[config.mk]
export PLATFORM = sky130hd
export DESIGN_NAME = linelength_extract
export DESIGN_NICKNAME = d
export VERILOG_FILES = /design/src/rtl/linelength_extract.sv
export SDC_FILE = /design/constraint.sdc
export NUM_CORES = 2
export LEC_CHECK = 0
export CAP_MARGIN = 20
export CELL_PAD_IN_SITES_DETAIL_PLACEMENT = 2
export CELL_PAD_IN_SITES_GLOBAL_PLACEMENT = 2
export CORE_MARGIN = 5
export CORE_UTILIZATION = 25
export CTS_BUF_LIST = sky130_fd_sc_hd__clkbuf_2 sky130_fd_sc_hd__clkbuf_4 sky130_fd_sc_hd__clkbuf_8
export DETAILED_ROUTE_END_ITERATION = 7
export HOLD_SLACK_MARGIN = 0.08
export PLACE_DENSITY = 0.41
export SKIP_CTS_REPAIR_TIMING = 1
export SLEW_MARGIN = 20
export SYNTH_ARGS = -nofsm -noshare
export SYNTH_HDL_FRONTEND = slang
export SYNTH_SLANG_ARGS = --single-unit
[constraint.sdc]
create_clock -name clk -period 18.9 [get_ports clk]
set_clock_uncertainty 0.2 [all_clocks]
set_input_delay 1.89 -clock clk [delete_from_list [all_inputs] [get_ports clk]]
set_output_delay 1.89 -clock clk [all_outputs]
set_load 0.02 [all_outputs]
[src/rtl/linelength_extract.sv]
// linelength_extract: running line-length (sum of |x[k]-x[k-1]|) over the last WIN_LEN samples,
// kept as a circular buffer of absolute differences plus a running sum.
module linelength_extract #(
   parameter int SAMPLE_WIDTH = 16,
   parameter int WIN_LEN      = 250,
   parameter int ADDR_WIDTH   = 8,
   parameter int OUT_WIDTH    = 25
) (
   input  logic                    clk,
   input  logic                    rst,
   input  logic                    en,
   input  logic                    din_valid,
   input  logic [SAMPLE_WIDTH-1:0] din,
   output logic [OUT_WIDTH-1:0]    dout,
   output logic                    dout_valid,
   output logic                    win_full
);
   localparam int SUM_W = OUT_WIDTH - 1;
   localparam logic [1:0] EMPTY = 2'd0, PRIME = 2'd1, RUN = 2'd2;
   localparam logic [ADDR_WIDTH-1:0] LAST = ADDR_WIDTH'(WIN_LEN - 1);
   logic [1:0]              state;
   logic [SAMPLE_WIDTH-1:0] prev, ad, oldest;
   logic [SAMPLE_WIDTH-1:0] mem [WIN_LEN];
   logic [ADDR_WIDTH-1:0]   wptr, fill;
   logic [SUM_W-1:0]        sum, sum_next;
   logic [SAMPLE_WIDTH:0]   diff;
   logic                    acc, wr, full_next;
   always_comb begin
      acc = !en && din_valid;
      wr = acc && state != EMPTY;
      diff = {din[SAMPLE_WIDTH-1], din} - {prev[SAMPLE_WIDTH-1], prev};
      ad = diff[SAMPLE_WIDTH] ? SAMPLE_WIDTH'(-diff) : diff[SAMPLE_WIDTH-1:0];
      oldest = mem[wptr];
      sum_next = state == RUN   ? sum + SUM_W'(ad) - SUM_W'(oldest) :
                 state == PRIME ? sum + SUM_W'(ad) : sum;
      full_next = state == RUN || (state == PRIME && fill == LAST);
   end
   always_ff @(posedge clk or negedge rst)
      if (!rst) begin
         state <= EMPTY;
         prev <= '0;
         wptr <= '0;
         fill <= '0;
         sum <= '0;
         dout <= '0;
         dout_valid <= 1'b0;
         win_full <= 1'b0;
      end else begin
         dout_valid <= acc && full_next;
         if (acc) begin
            prev <= din;
            sum <= sum_next;
            dout <= {1'b0, sum_next};
            win_full <= full_next;
            state <= state == EMPTY ? PRIME : full_next ? RUN : state;
            if (state != EMPTY) wptr <= wptr == LAST ? '0 : wptr + 1'b1;
            if (state == PRIME) fill <= fill + 1'b1;
         end
      end
   // Oldest entry is read combinationally above before this write lands (read-before-write).
   always_ff @(posedge clk)
      if (wr) mem[wptr] <= ad;
endmodule

==> metrics <==
Mapped Nets 7199; Critical Path RT 19.94 ns; maximum vdd drop 0.118 mV; synthesized flop and latch total 4060; synthesized area 159000 µm²; register area share after synthesis 0.763; vias 79700; Worst Path Max Fanout 80; startpoint types flip-flop; TritonCTS clock tree done; fin. max-slew vios 0; LEAKAGE 56.9 nW; die area 654000 µm²; DRT iter0 DRCs 7485; fillers 63300; most frequent cells in the layout edfxtp_1 (4000), mux4_2 (1108), clkbuf_8 (747); Worst-Margin Slew 1.27 ns; Final setup viols 0; clk sinks 4060; fin crit period 9.76 ns; Post-Syn Area per Cell 22.4 µm²; largest net degree at the start of global routing 149; post-layout net count 7911; sequential cell area 122000 µm²; Total GRT Usage 0.173; CTS clk-pin slew, worst paths 0.06 ns; routed vias/inst 4.73; DRC 0; CTS Buffer Depth 4; clk_lat worst skew 1.33 ns; post-DP HPWL 341 mm; core area 636000 µm²; Initial Utilization 0.251; Slew Limit Headroom 0.157; CTS root buf clkbuf_8; Arr. time, crit path 10.80 ns; port bufs 45; Placer Congestion 0.764; layout cells sized above 1 0.352; first-pass GRT wire length 782 mm; initial antenna violation count 60; final hold vios 0; Post-synth EDFFs 4000; Syn-to-layout area delta 17.4%; unrepaired setup endpoints after global routing false; DRT Pass-1 Iters 5; P per Cell Area 152 nW/µm²; Syn Inst Count 7117; H-Tree Depth 6; Synth warnings 0; Final Total Pwr 28.5 mW; Highest Clock Rate 102 MHz; total I/O pin count 47; Vert. Die Dim 808 µm; outcome completed; placement row count 293; WL final 579 mm; share of flip-flops with an asynchronous set or reset 0.0148; Final Cycle Share 0.516; setup TNS 0 ns; critical path class flip-flop to flip-flop; most common cell after layout, fill and taps aside edfxtp_1; Horiz. Die Dim 808 µm; vias in the first global route 87000; drt wl/cell 34.4 µm; Hold WS 0.269 ns; Max Cap Viol 0; Inserted Clock Buffers 738; Primary FF master, synth edfxtp_1; CP endpoint kind flip-flop; Yosys cell types 94; GRT overflow 0; multi-input logic area 37100 µm²; worst min-delay path class flip-flop to flip-flop; Routed Antenna Nets 0
## worst max-delay path, cell delays in order, from the launching register on
cell and delay, ns:
dfrtp_4 0.89, buf_12 0.56, buf_4 0.76, buf_12 0.42
mux4_2 0.42, mux4_2 0.58, mux4_2 0.58, nand2_1 0.29
o21ai_1 0.19, nor3_1 0.69, ha_1 0.41, a21o_1 0.21
a21oi_1 0.27, o21bai_1 0.13, a2111oi_0 0.56, nor3_1 0.23
a211o_1 0.31, maj3_1 0.39, a21o_1 0.19, a21oi_2 0.36
xor2_1 0.14, or4_1 0.43, nand3_1 0.11
## stage by stage
step | util | instance area (µm²) | setup slack, ns | instances
final | 0.294 | 187000 | 9.14 | 16900
after global routing | 0.294 | 187000 | 8.45 | 16800
after CTS | 0.294 | 187000 | 8.94 | 16800
after detailed placement | 0.271 | 173000 | 7.77 | 15500
after global placement | 0.271 | 173000 | 7.67 | 15500
after floorplan | - | 159000 | 2.49 | 7117
## where the power goes
| group | switching [mW] | internal [mW] | total, mW |
|---|---|---|---|
| registers | 0.159 | 11.4 | 11.6 |
| clock network | 3.87 | 4.44 | 8.31 |
| logic | 6.08 | 2.58 | 8.67 |
| total | 10.1 | 18.4 | 28.5 |
## final timing paths
kind / startpoint / to / slack, ns / depth (start not counted)
max: wptr[1]$_DFFE_PN0P_ / dout[14]$_DFFE_PN0P_ / 9.14 / 22
min: dout[23]$_DFFE_PN0P_ / dout[23]$_DFFE_PN0P_ / 0.27 / 1
max reg2reg: wptr[1]$_DFFE_PN0P_ / dout[14]$_DFFE_PN0P_ / 9.14 / 22
min reg2reg: dout[23]$_DFFE_PN0P_ / dout[23]$_DFFE_PN0P_ / 0.27 / 1
max in group asynchronous: rst / wptr[3]$_DFFE_PN0P_ / 17.46 / 1
min in group asynchronous: rst / dout[2]$_DFFE_PN0P_ / 0.38 / 1
## Yosys cell counts (6+ instances only)
| master | n | area (µm²) |
|---|---|---|
| nor2_1 | 338 | 1270 |
| nand3_1 | 80 | 400 |
| nand4_1 | 20 | 125 |
| dfrtp_1 | 60 | 1500 |
| mux4_1 | 37 | 972 |
| nand2b_1 | 19 | 119 |
| nor3b_1 | 6 | 45.0 |
| clkbuf_1 | 113 | 424 |
| mux2i_1 | 134 | 1340 |
| a21oi_1 | 68 | 340 |
| a22oi_1 | 117 | 878 |
| a2111oi_0 | 6 | 52.6 |
| xnor2_1 | 41 | 359 |
| o21a_1 | 8 | 60.1 |
| nor2b_1 | 17 | 106 |
| nor3_1 | 26 | 130 |
| buf_6 | 33 | 372 |
| a31oi_1 | 24 | 150 |
| a21o_1 | 12 | 90.1 |
| and3_1 | 18 | 113 |
| edfxtp_1 | 4000 | 120000 |
| o22ai_1 | 7 | 43.8 |
| nor4_1 | 9 | 56.3 |
| nand2_1 | 147 | 552 |
| ha_1 | 59 | 738 |
| o21ai_0 | 68 | 340 |
| inv_1 | 53 | 199 |
| buf_1 | 34 | 128 |
| o211ai_1 | 20 | 150 |
| a211oi_1 | 25 | 188 |
| and2_1 | 13 | 81.3 |
| mux4_2 | 1108 | 25000 |
| xor2_1 | 24 | 210 |
| buf_2 | 135 | 676 |
| mux2_2 | 12 | 135 |
| or2_2 | 9 | 56.3 |
| a22o_1 | 17 | 149 |
| or3_1 | 16 | 100 |
| buf_4 | 66 | 495 |
## flip-flops by register name, indices dropped and copies added, names as in the netlist
register and cells:
mem 4000, dout 24, prev 16, fill 8, wptr 8, state 2, dout_valid 1, win_full 1
## layer usage
metal / GRT usage / share of wire / vias up / wire length (µm)
met5: 0 / 0.000052 / - / 30
met4: 0.0421 / 0.025 / 4 / 14300
met3: 0.0238 / 0.043 / 730 / 24900
met2: 0.285 / 0.48 / 2097 / 278000
met1: 0.242 / 0.45 / 45000 / 262000
li1: - / - / 31800 / -
## cells by family after synthesis
logic type      Yosys count  share of synthesized area
compound gates          440                     0.0191
xor+xnor                 65                    0.00357
fa+ha+maj                64                    0.00513
buf+inv                 448                     0.0156
flops                  4060                      0.763
mux                    1291                      0.172
other cells               1                  0.0000235
simple gates            748                     0.0216
## final cells by class
class,count,area share
diodes,38,0.000508
repair buffers,364,0.0170
inverters,56,0.00120
well taps,8407,0.0562
flip-flops and latches,4060,0.650
clock buffers,1064,0.0676
multi-input cells,2609,0.198
clock inverters,253,0.00906
No activity file was read; power rests on OpenSTA's default activity.
